[src/rtl/skew_fifo_pkg.sv]
// Shared types and helpers for the skewed channel FIFO array.
package skew_fifo_pkg;

    typedef enum logic [1:0] {
        CTRL_IDLE   = 2'b00,
        CTRL_LOAD   = 2'b01,
        CTRL_WRITE  = 2'b10,
        CTRL_STREAM = 2'b11
    } ctrl_e;

    // Index width for n entries, never below one bit.
    function automatic int unsigned ptr_width(input int unsigned n);
        return (n <= 2) ? 1 : $clog2(n);
    endfunction

endpackage

[src/rtl/skew_fifo_array_if.sv]
// Control, data and status bundle of the skewed channel FIFO array.
interface skew_fifo_array_if #(
    parameter int unsigned DATA_WIDTH = 8,
    parameter int unsigned CHANNELS   = 4
) ();
    localparam int unsigned SEL_W = skew_fifo_pkg::ptr_width(CHANNELS);

    logic [1:0]                           ctrl_code;
    logic [CHANNELS-1:0][DATA_WIDTH-1:0]  data_in;
    logic [DATA_WIDTH-1:0]                data_write;
    logic [SEL_W-1:0]                     wr_sel;
    logic                                 clear_err;
    logic [CHANNELS-1:0][DATA_WIDTH-1:0]  data_out;
    logic [CHANNELS-1:0]                  out_valid;
    logic [CHANNELS-1:0]                  fifo_full;
    logic [CHANNELS-1:0]                  fifo_empty;
    logic [CHANNELS-1:0]                  fifo_threshold;
    logic [CHANNELS-1:0]                  fifo_overflow;
    logic [CHANNELS-1:0]                  fifo_underflow;
    logic                                 busy;

    modport master (
        output ctrl_code, data_in, data_write, wr_sel, clear_err,
        input  data_out, out_valid, fifo_full, fifo_empty, fifo_threshold,
               fifo_overflow, fifo_underflow, busy
    );

    modport slave (
        input  ctrl_code, data_in, data_write, wr_sel, clear_err,
        output data_out, out_valid, fifo_full, fifo_empty, fifo_threshold,
               fifo_overflow, fifo_underflow, busy
    );

endinterface

[src/rtl/chan_fifo.sv]
// One channel FIFO: storage, pointers, count, registered flags and a registered pop port.
module chan_fifo
    import skew_fifo_pkg::*;
#(
    parameter int unsigned DATA_WIDTH = 8,
    parameter int unsigned DEPTH      = 8,
    parameter int unsigned THRESHOLD  = 4
) (
    input  logic                  clk,
    input  logic                  reset_n,
    input  logic                  wr_req_i,
    input  logic [DATA_WIDTH-1:0] wr_data_i,
    input  logic                  rd_req_i,
    input  logic                  clear_err_i,
    output logic [DATA_WIDTH-1:0] rd_data_o,
    output logic                  rd_valid_o,
    output logic                  full_o,
    output logic                  empty_o,
    output logic                  threshold_o,
    output logic                  overflow_o,
    output logic                  underflow_o
);
    localparam int unsigned PW = ptr_width(DEPTH);
    localparam int unsigned CW = PW + 1;

    logic [DATA_WIDTH-1:0] mem_q [DEPTH];
    logic [PW-1:0]         wr_ptr_q, wr_ptr_d, rd_ptr_q, rd_ptr_d;
    logic [CW-1:0]         count_q, count_d;
    logic                  full_q, empty_q, threshold_q;
    logic                  overflow_q, overflow_d, underflow_q, underflow_d;
    logic [DATA_WIDTH-1:0] rd_data_q;
    logic                  rd_valid_q;
    logic                  do_push, do_pop;

    always_comb begin
        do_push     = wr_req_i & ~full_q;
        do_pop      = rd_req_i & ~empty_q;
        wr_ptr_d    = do_push ? wr_ptr_q + PW'(1) : wr_ptr_q;
        rd_ptr_d    = do_pop ? rd_ptr_q + PW'(1) : rd_ptr_q;
        count_d     = count_q;
        if (do_push) begin
            count_d = count_q + CW'(1);
        end else if (do_pop) begin
            count_d = count_q - CW'(1);
        end
        // A fresh error outranks a simultaneous clear.
        overflow_d  = (overflow_q & ~clear_err_i) | (wr_req_i & full_q);
        underflow_d = (underflow_q & ~clear_err_i) | (rd_req_i & empty_q);
    end

    always_ff @(posedge clk) begin
        if (!reset_n) begin
            wr_ptr_q    <= '0;
            rd_ptr_q    <= '0;
            count_q     <= '0;
            full_q      <= 1'b0;
            empty_q     <= 1'b1;
            threshold_q <= 1'b0;
            overflow_q  <= 1'b0;
            underflow_q <= 1'b0;
            rd_data_q   <= '0;
            rd_valid_q  <= 1'b0;
        end else begin
            wr_ptr_q    <= wr_ptr_d;
            rd_ptr_q    <= rd_ptr_d;
            count_q     <= count_d;
            full_q      <= (count_d == CW'(DEPTH));
            empty_q     <= (count_d == '0);
            threshold_q <= (count_d >= CW'(THRESHOLD));
            overflow_q  <= overflow_d;
            underflow_q <= underflow_d;
            rd_data_q   <= do_pop ? mem_q[rd_ptr_q] : '0;
            rd_valid_q  <= do_pop;
        end
    end

    always_ff @(posedge clk) begin
        if (do_push) begin
            mem_q[wr_ptr_q] <= wr_data_i;
        end
    end

    assign rd_data_o   = rd_data_q;
    assign rd_valid_o  = rd_valid_q;
    assign full_o      = full_q;
    assign empty_o     = empty_q;
    assign threshold_o = threshold_q;
    assign overflow_o  = overflow_q;
    assign underflow_o = underflow_q;

endmodule

[src/rtl/skew_fifo_array.sv]
// Array of channel FIFOs feeding a systolic skew: channel c lags channel 0 by c cycles.
module skew_fifo_array
    import skew_fifo_pkg::*;
#(
    parameter int unsigned DATA_WIDTH = 8,
    parameter int unsigned CHANNELS   = 4,
    parameter int unsigned DEPTH      = 8,
    parameter int unsigned THRESHOLD  = 4
) (
    input logic               clk,
    input logic               reset_n,
    skew_fifo_array_if.slave  bus
);
    localparam int unsigned SEL_W = ptr_width(CHANNELS);

    ctrl_e                               ctrl;
    logic [CHANNELS-1:0][DATA_WIDTH-1:0] data_out;
    logic [CHANNELS-1:0]                 out_valid;
    logic [CHANNELS-1:0]                 full, empty, threshold, overflow, underflow;
    logic [CHANNELS-1:0]                 chan_busy;

    assign ctrl = ctrl_e'(bus.ctrl_code);

    for (genvar c = 0; c < CHANNELS; c++) begin : g_chan
        logic                  wr_req;
        logic [DATA_WIDTH-1:0] wr_data;
        logic [DATA_WIDTH-1:0] rd_data;
        logic                  rd_valid;
        // Entry 0 takes the popped word; entry c is the output register.
        logic [DATA_WIDTH-1:0] skew_data_q [c+1];
        logic [c:0]            skew_valid_q;

        // Out-of-range wr_sel never matches any channel and is ignored.
        assign wr_req  = (ctrl == CTRL_LOAD) ||
                         ((ctrl == CTRL_WRITE) && (bus.wr_sel == SEL_W'(c)));
        assign wr_data = (ctrl == CTRL_LOAD) ? bus.data_in[c] : bus.data_write;

        chan_fifo #(
            .DATA_WIDTH (DATA_WIDTH),
            .DEPTH      (DEPTH),
            .THRESHOLD  (THRESHOLD)
        ) u_fifo (
            .clk         (clk),
            .reset_n     (reset_n),
            .wr_req_i    (wr_req),
            .wr_data_i   (wr_data),
            .rd_req_i    (ctrl == CTRL_STREAM),
            .clear_err_i (bus.clear_err),
            .rd_data_o   (rd_data),
            .rd_valid_o  (rd_valid),
            .full_o      (full[c]),
            .empty_o     (empty[c]),
            .threshold_o (threshold[c]),
            .overflow_o  (overflow[c]),
            .underflow_o (underflow[c])
        );

        always_ff @(posedge clk) begin
            if (!reset_n) begin
                skew_valid_q <= '0;
                for (int j = 0; j <= c; j++) begin
                    skew_data_q[j] <= '0;
                end
            end else begin
                skew_valid_q[0] <= rd_valid;
                skew_data_q[0]  <= rd_data;
                for (int j = 1; j <= c; j++) begin
                    skew_valid_q[j] <= skew_valid_q[j-1];
                    skew_data_q[j]  <= skew_data_q[j-1];
                end
            end
        end

        assign data_out[c]  = skew_data_q[c];
        assign out_valid[c] = skew_valid_q[c];
        assign chan_busy[c] = |skew_valid_q;
    end

    assign bus.data_out       = data_out;
    assign bus.out_valid      = out_valid;
    assign bus.fifo_full      = full;
    assign bus.fifo_empty     = empty;
    assign bus.fifo_threshold = threshold;
    assign bus.fifo_overflow  = overflow;
    assign bus.fifo_underflow = underflow;
    assign bus.busy           = |chan_busy;

endmodule

[src/flat_wrapper.sv]
// flat-port wrapper written by rule: the top's interface ports become plain ports
module skew_fifo_array_flat import skew_fifo_pkg::*;
#(
    parameter int unsigned DATA_WIDTH = 8,
    parameter int unsigned CHANNELS   = 4,
    parameter int unsigned DEPTH      = 8,
    parameter int unsigned THRESHOLD  = 4
)
  (clk, reset_n, bus_ctrl_code, bus_data_in, bus_data_write, bus_wr_sel, bus_clear_err, bus_data_out, bus_out_valid, bus_fifo_full, bus_fifo_empty, bus_fifo_threshold, bus_fifo_overflow, bus_fifo_underflow, bus_busy);
  skew_fifo_array_if #(.DATA_WIDTH(DATA_WIDTH), .CHANNELS(CHANNELS)) bus_i ();
  input logic clk;
  input logic reset_n;
  input wire logic [$bits(bus_i.ctrl_code)-1:0] bus_ctrl_code;
  input wire logic [$bits(bus_i.data_in)-1:0] bus_data_in;
  input wire logic [$bits(bus_i.data_write)-1:0] bus_data_write;
  input wire logic [$bits(bus_i.wr_sel)-1:0] bus_wr_sel;
  input wire logic [$bits(bus_i.clear_err)-1:0] bus_clear_err;
  output wire logic [$bits(bus_i.data_out)-1:0] bus_data_out;
  output wire logic [$bits(bus_i.out_valid)-1:0] bus_out_valid;
  output wire logic [$bits(bus_i.fifo_full)-1:0] bus_fifo_full;
  output wire logic [$bits(bus_i.fifo_empty)-1:0] bus_fifo_empty;
  output wire logic [$bits(bus_i.fifo_threshold)-1:0] bus_fifo_threshold;
  output wire logic [$bits(bus_i.fifo_overflow)-1:0] bus_fifo_overflow;
  output wire logic [$bits(bus_i.fifo_underflow)-1:0] bus_fifo_underflow;
  output wire logic [$bits(bus_i.busy)-1:0] bus_busy;
  assign bus_i.ctrl_code = bus_ctrl_code;
  assign bus_i.data_in = bus_data_in;
  assign bus_i.data_write = bus_data_write;
  assign bus_i.wr_sel = bus_wr_sel;
  assign bus_i.clear_err = bus_clear_err;
  assign bus_data_out = bus_i.data_out;
  assign bus_out_valid = bus_i.out_valid;
  assign bus_fifo_full = bus_i.fifo_full;
  assign bus_fifo_empty = bus_i.fifo_empty;
  assign bus_fifo_threshold = bus_i.fifo_threshold;
  assign bus_fifo_overflow = bus_i.fifo_overflow;
  assign bus_fifo_underflow = bus_i.fifo_underflow;
  assign bus_busy = bus_i.busy;
  skew_fifo_array #(.DATA_WIDTH(DATA_WIDTH), .CHANNELS(CHANNELS), .DEPTH(DEPTH), .THRESHOLD(THRESHOLD)) u_core (.clk(clk), .reset_n(reset_n), .bus(bus_i));
endmodule
[config.mk]
export PLATFORM = sky130hd
export DESIGN_NAME = skew_fifo_array_flat
export DESIGN_NICKNAME = d
export VERILOG_FILES = /design/src/rtl/skew_fifo_pkg.sv /design/src/rtl/skew_fifo_array_if.sv /design/src/rtl/chan_fifo.sv /design/src/rtl/skew_fifo_array.sv /design/src/flat_wrapper.sv
export SDC_FILE = /design/constraint.sdc
export NUM_CORES = 1
export LEC_CHECK = 0
export ABC_AREA = 1
export CORE_MARGIN = 1
export CORE_UTILIZATION = 48
export CTS_CLUSTER_DIAMETER = 200
export DETAILED_ROUTE_END_ITERATION = 7
export PLACE_DENSITY_LB_ADDON = 0.12
export SLEW_MARGIN = 20
export SYNTH_ARGS = -nofsm -noshare
export SYNTH_HDL_FRONTEND = slang
export SYNTH_SLANG_ARGS = --single-unit
[constraint.sdc]
create_clock -name clk -period 1.8 [get_ports clk]
set_clock_uncertainty 0.15 [all_clocks]
set_input_delay 0.18 -clock clk [delete_from_list [all_inputs] [get_ports clk]]
set_output_delay 0.18 -clock clk [all_outputs]
set_load 0.02 [all_outputs]
==> flow_summary_export.csv, run 1 <==
group,metric,value,unit
worst_setup_path,r2r-start,"u_core.g_chan[2].u_fifo.rd_ptr_q[0]$_SDFFE_PN0P_",
routing,drt-total-wl,38800,um
clock_network,cts_root_buf,"clkbuf_16",
layout,n_fill_cell,2942,
routing,drt_iter0_markers,902,
die,die_h,189,um
layout,nets,1893,
worst_setup_path,worstSetupEndpoint,"bus_busy",
routing,vias,11500,
global_routing,grt_pass1_wl,60800,um
worst_setup_path,required,1.47,ns
clock_network,cts.reportedPaths.clkPinSlew,0.06,ns
placed_design,io_buffer_count,103,
routing,drc_errors,0,
clock_network,clock_latency,0.56,ns
worst_setup_path,rrSetupSlack,0.14,ns
synth,yosys.area.top_type,"edfxtp_1",
status,status,"finished, final reports clean",
worst_setup_path,crit_path_start_kind,"register",
clock_network,clkSinkCount,442,
timing,fmax,562,MHz
synth,synth_ff_type,"edfxtp_1",
synth,synth_most_common_cell,"nand2_1",
layout,areaGrowthSynthToFinish,23.1,%
timing,relSlewSlack,65.1,%
clock_network,clockBufferDepth,3,
worst_setup_path,cp.arrival,1.45,ns
timing,setup_viol_count_final,0,
synth,synth_area,16800,sq um
synth,synth.top_cell.area_share,45.7,%
clock_network,cts_tree,"done",
global_routing,grt_pass1_vias,11100,
placed_design,place_ws,-0.425,ns
synth,yosysSeqAreaShare,67.8,%
die,fp.dieArea,35800,sq um
layout,n_antenna_cell,0,
die,start_util,48.7,%
synth,ys_ff_latch,442,
timing,min_period,1.78,ns
timing,min_period_over_period,98.9,%
routing,wl_per_cell,16.7,um
clock_network,htreeDepth,2,
worst_setup_path,criticalPathCategory,"register to primary output",
synth,synth_xor_area_share,0.416,%
routing,ant_nets,0,
worst_setup_path,reg2reg_depth,6,
die,core_area,34500,sq um
layout,fin_area,20700,sq um
worst_setup_path,crit_start,"u_core.g_chan[1].skew_valid_q[1]$_SDFF_PN0_",
timing,drv_slew,0,
synth,yosysWarnings,0,
power,power_density,1110,nW/um^2
die,io_pins,104,
synth,synthSimpleGateAreaFrac,14.6,%
global_routing,grt_overflow,0,
synth,syn_inst,1642,
power,vdd_drop_max,0.000781,V
synth,synth_common_cells,"302 x nand2_1, 262 x nor2_1, 256 x edfxtp_1",
synth,async_flop_share,0,%
synth,synth_edf_count,256,
worst_setup_path,crit_path_end_kind,"primary output",
timing,setup_tns,0,ns
timing,setup_ws,0.0195,ns
routing,dr.pass1.iters,5,
placed_design,hpwl,26900,um
synth,synth.area.mux_share,0,%
timing,rsz0062_at_grt,"true",
power,power.leakage,0.00894,uW
die,rows,68,
synth,ys_types,25,
placed_design,placed_area,19100,sq um
worst_hold_path,worstHoldPathType,"primary input to register",
layout,layout-drive-gt1-share,13.5,%
timing,holdWs,0.245,ns
synth,synth_top_family_by_area,"simple AND/OR/NAND/NOR gates",
worst_setup_path,crit_fanout,2,
synth,synth_compound_area_share,8.71,%
synth,synthAdderAreaFrac,1.19,%
clock_network,cts_buffers,45,
global_routing,antenna_found_initial,0,
placed_design,gpl.final_weighted_congestion,0.873,
global_routing,grt_max_degree,119,
synth,synth.area.top_cells,"edfxtp_1 46%, dfxtp_1 22%, nand2_1 6.7%",
timing,worst_pin_slew,0.523,ns
layout,final_util,60.0,%
die,die_x,189,um
synth,avgSynthCellArea,10.3,sq um
flow_run,cap_violations,0,
synth,syn_nets,1705,
routing,vias_per_cell,4.97,
worst_setup_path,r2r-end,"u_core.g_chan[2].u_fifo.rd_data_o[3]$_SDFF_PN0_",
timing,hold_viol,0,
global_routing,grtUsageTotal,22.1,%
## power breakdown
| group | internal [uW] | total, uW | switching, uW |
|---|---|---|---|
| clock | 6120 | 9910 | 3790 |
| combinational | 800 | 2070 | 1270 |
| sequential | 11000 | 11100 | 132 |
| total | 17900 | 23100 | 5190 |
## cell families after synthesis
logic type,count (synthesis)
fa+ha+maj,16
simple gates,627
flops,442
buf+inv,274
xor+xnor,8
compound gates,275
## state kept, by name, indices dropped and copies added, names as in the netlist, 10 cells and up
name,count
u_core.g_chan.skew_data_q,80
u_core.g_chan.skew_valid_q,10
u_core.g_chan.u_fifo.count_q,16
u_core.g_chan.u_fifo.mem_q,256
u_core.g_chan.u_fifo.rd_data_o,32
u_core.g_chan.u_fifo.rd_ptr_q,12
u_core.g_chan.u_fifo.wr_ptr_q,12
## worst min-delay path by stage
stage,cells past startpoint,to,slack (ns),from
2_1_floorplan,2,u_core.g_chan[0].skew_data_q[0][0]$_SDFF_PN0_,0.24,u_core.g_chan[0].u_fifo.rd_data_o[0]$_SDFF_PN0_
3_3_place_gp,2,u_core.g_chan[2].skew_data_q[0][9]$_SDFF_PN0_,0.24,u_core.g_chan[2].skew_data_q[0][1]$_SDFF_PN0_
3_5_place_dp,2,u_core.g_chan[2].skew_data_q[0][1]$_SDFF_PN0_,0.25,u_core.g_chan[2].u_fifo.rd_data_o[1]$_SDFF_PN0_
4_1_cts,4,u_core.g_chan[1].u_fifo.overflow_o$_SDFF_PN0_,0.22,bus_clear_err
5_1_grt,2,u_core.g_chan[2].skew_data_q[0][12]$_SDFF_PN0_,0.27,u_core.g_chan[2].skew_data_q[0][4]$_SDFF_PN0_
6_report,4,u_core.g_chan[1].u_fifo.overflow_o$_SDFF_PN0_,0.25,bus_clear_err
## cell usage in the layout, fill, tap and decap left out, types with 2 or more instances in the layout
cell	instances
nand2_1	302
nor2_1	261
edfxtp_1	256
dfxtp_1	184
o21ai_0	173
inv_1	162
buf_4	130
dlygate4sd2_1	56
clkbuf_16	51
o22ai_1	48
clkdlybuf4s50_1	45
a21oi_1	39
nand3_1	33
buf_12	17
ha_1	16
nand2_2	11
nor2_2	10
clkbuf_8	10
clkinv_2	8
o32ai_1	8
o21ai_1	7
clkbuf_1	7
xnor2_1	4
xor2_1	4
nor3_1	4
nand4_1	4
bufinv_16	4
clkinvlp_4	2
clkbuf_2	2
dfxtp_2	2
## through the flow
stage          total power, uW  std cells
2_1_floorplan            12400       1642
3_3_place_gp             13400       2236
3_5_place_dp             13400       2236
4_1_cts                  23300       2321
5_1_grt                  23900       2322
6_report                 23100       2322
## layer usage
| metal | wire [um] | track usage [%] | share of wire, % |
|---|---|---|---|
| met5 | 0 | 0 | 0 |
| met4 | 1110 | 8.28 | 2.9 |
| met1 | 18100 | 31.0 | 47 |
| met3 | 2060 | 3.50 | 5.3 |
| met2 | 17500 | 34.5 | 45 |
## what timing repair did
action | 4_1_cts | 5_1_grt
cloned | 0 | 0
pin swaps | 0 | 3
buffers inserted | 0 | 1
setup endpoints to repair | 57 | 4
endpoints found under the hold margin | 4 | 0
gates resized for setup | 62 | 7
hold buffers | 1 | 0
## layout make-up
cell class	count	area [sq um]	area share, %
flip-flops and latches	442	11400	55.0
well taps	455	569	2.75
multi-input cells	926	4230	20.4
inverters	165	624	3.01
clock inverters	14	175	0.845
repair buffers	250	2280	11.0
clock buffers	70	1450	6.99
## critical path: stages (launching register included)
cell and delay (ns):
dfxtp_2 0.33, nor4_4 0.27, nand3_1 0.14, buf_6 0.16
No activity file was read; power rests on OpenSTA's default activity.
==> inputs of run 2 (changes only) <==
SYNTH_HIERARCHICAL = 1   (was default)
==> run 2 against run 1 <==
Compared with the run above: routed wire length decreased by 2.7%; cell count increased by 0.43%; clock-buffer cell count decreased by 8; first-iteration DRC count is 23% higher; non-clock buffer count down 16; global-route usage shrank 0.88 points; hold slack got worse by 0.18 ns; register-to-register slack improved by 0.06 ns; critical endpoint is now bus_data_out[25]; largest cell class unchanged; largest power group unchanged.
==> flow_summary_export.csv, run 2 <==
group,metric,value,unit
worst_setup_path,crit_fanout,1,
placed_design,placed_area,19200,sq um
timing,setup_viol_count_final,0,
layout,largest_register_ffs,256,
synth,synth_most_common_cell,"nand2_1",
synth,syn_nets,1703,
routing,ant_nets,0,
power,power_density,1080,nW/um^2
routing,wl_per_cell,16.2,um
synth,synth_area,17000,sq um
synth,yosys.area.top_type,"edfxtp_1",
clock_network,cts_root_buf,"clkbuf_16",
synth,async_flop_share,0,%
worst_setup_path,crit_path_end_kind,"primary output",
worst_setup_path,slowest_delay,0.60,ns
timing,drv_slew,0,
worst_hold_path,worstHoldStart,"bus_ctrl_code[0]",
worst_setup_path,path_cells,"clkdlybuf4s50_1",
timing,min_period_over_period,97.9,%
routing,dr.pass1.iters,5,
synth,synth.top_cell.area_share,45.2,%
global_routing,grt_max_degree,73,
layout,multi_input_area,4500,sq um
worst_setup_path,crit_family,"buffers and inverters",
timing,relSlewSlack,59.0,%
timing,fmax,567,MHz
routing,vias,11600,
status,status,"finished, final reports clean",
worst_setup_path,cp.arrival,1.43,ns
clock_network,clkSinkCount,442,
clock_network,htreeDepth,2,
layout,nets,1905,
timing,hold_viol,0,
worst_setup_path,r2r-end,"u_core/g_chan[0].u_fifo/empty_o$_SDFF_PN1_",
global_routing,grt_pass1_wl,59100,um
layout,final_common_cell,"nand2_1",
clock_network,clockBufferDepth,3,
synth,syn_inst,1640,
synth,yosysSeqAreaShare,67.1,%
layout,final_cell_mix,"276 x nand2_1, 261 x nor2_1, 256 x edfxtp_1",
layout,n_fill_cell,2868,
clock_network,cts_buffers,44,
worst_setup_path,criticalPathCategory,"register to primary output",
global_routing,antenna_found_initial,1,
worst_hold_path,hold_path_end,"u_core/g_chan[2].u_fifo/overflow_o$_SDFF_PN0_",
worst_setup_path,rrSetupSlack,0.20,ns
routing,vias_per_cell,4.96,
worst_hold_path,worstHoldPathType,"primary input to register",
synth,synth_edf_count,256,
global_routing,grt_pass1_vias,10800,
clock_network,clock_latency,0.54,ns
placed_design,io_buffer_count,103,
power,power.leakage,0.00905,uW
power,p_comb_share,8.7,%
worst_setup_path,r2r-start,"u_core/g_chan[0].u_fifo/count_q[0]$_SDFF_PN0_",
worst_setup_path,reg2reg_depth,8,
power,power.net_switching,5050,uW
synth,synth_ff_type,"edfxtp_1",
placed_design,hpwl,26000,um
die,rows,68,
layout,top_register,"u_core/g_chan.u_fifo/mem_q",
clock_network,cts_tree,"done",
power,p_clk_share,41.7,%
routing,drc_errors,0,
synth,yosysWarnings,6,
timing,min_period,1.76,ns
worst_setup_path,crit_buf_inv,1,
worst_setup_path,crit_path_start_kind,"register",
layout,areaGrowthSynthToFinish,22.5,%
placed_design,gpl.final_weighted_congestion,0.863,
synth,synth.area.top_cells,"edfxtp_1 45%, dfxtp_1 22%, nand2_1 6.2%",
layout,regArea,11400,sq um
synth,avgSynthCellArea,10.4,sq um
power,internal_power,17400,uW
global_routing,grtUsageTotal,21.2,%
layout,layout-drive-gt1-share,14.2,%
worst_setup_path,required,1.47,ns
routing,drt-total-wl,37700,um
die,core_area,34700,sq um
worst_setup_path,cp_slowest_cell,"clkdlybuf4s50_1",
power,switching_share,22.5,%
die,fp.dieArea,36200,sq um
die,start_util,49.0,%
power,vdd_drop_max,0.000576,V
synth,ys_types,28,
die,die_h,190,um
worst_hold_path,min_path_cells,6,
layout,final_util,60.0,%
die,die_x,190,um
global_routing,grt_overflow,0,
timing,setup_tns,0,ns
synth,ys_ff_latch,442,
layout,fin_area,20800,sq um
flow_run,cap_violations,0,
timing,worst_pin_slew,0.614,ns
clock_network,cts.reportedPaths.clkPinSlew,0.06,ns
power,power.share.sequential,49.6,%
synth,synth_common_cells,"279 x nand2_1, 278 x nor2_1, 256 x edfxtp_1",
routing,drt_iter0_markers,1112,
die,io_pins,104,
## run 2: logic make-up after synthesis
group / Yosys count / synth area share, %
AO/OA/AOI/OAI: 252 / 8.18
adder cells (fa/ha/maj): 16 / 1.18
buffers and inverters: 252 / 6.81
flip-flops: 442 / 67.1
AND/OR/NAND/NOR: 678 / 16.7
## run 2: worst max-delay path by stage
stage | startpoint | end | slack (ns) | cells past startpoint
finish | u_core/g_chan[3].skew_data_q[3][1]$_SDFF_PN0_ | bus_data_out[25] | 0.04 | 1
detailed placement | bus_ctrl_code[1] | u_core/g_chan[1].u_fifo/mem_q[0][2]$_DFFE_PP_ | -0.63 | 10
global route | bus_ctrl_code[1] | u_core/g_chan[2].u_fifo/threshold_o$_SDFF_PN0_ | -0.01 | 15
floorplan | bus_ctrl_code[0] | u_core/g_chan[0].u_fifo/mem_q[0][0]$_DFFE_PP_ | -0.11 | 8
global placement | bus_ctrl_code[1] | u_core/g_chan[1].u_fifo/mem_q[0][2]$_DFFE_PP_ | -0.63 | 10
CTS | u_core/g_chan[0].skew_data_q[0][6]$_SDFF_PN0_ | bus_data_out[6] | 0.0004 | 1
## run 2: cell type report
cell class / instances / share of cell area, %
clock buffer: 62 / 6.51
multi-input combinational: 946 / 21.6
antenna: 1 / 0.0120
inverter: 174 / 3.15
sequential: 442 / 54.8
clock inverter: 18 / 0.793
tap: 455 / 2.73
timing repair buffer: 234 / 10.4
## run 2: power by group through the flow
stage / combinational, uW / sequential [uW] / clock (uW)
after floorplan: 1040 / 11300 / 0
after global placement: 1920 / 11300 / 0
after detailed placement: 1960 / 11300 / 0
after CTS: 1940 / 11100 / 9560
after global routing: 2150 / 11100 / 9940
final: 1940 / 11100 / 9360
## run 2: repair_timing
action                                 in CTS  in global routing
hold buffers                                1                  0
endpoints found under the hold margin      13                  0
pin swaps                                   0                  2
resized for setup                          35                 29
setup buffers                               0                  1
setup endpoints to repair                  94                148
## run 2: per-layer routing
metal | vias up | track usage, % | wire length, um
met3 | 60 | 3.93 | 2600
met4 | 0 | 6.37 | 851
met5 | - | 0 | 0
met1 | 5357 | 30.6 | 17700
li1 | 5806 | - | -
met2 | 355 | 32.6 | 16600
## run 2: stage by stage
stage	std cells	total power, uW	hold slack (ns)	worst slack [ns]
4_1_cts	2330	22600	0.257	0.000429
5_1_grt	2331	23200	0.118	-0.0104
3_3_place_gp	2249	13300	0.242	-0.629
3_5_place_dp	2249	13300	0.244	-0.626
6_report	2332	22400	0.0649	0.0372
2_1_floorplan	1640	12400	0.148	-0.111
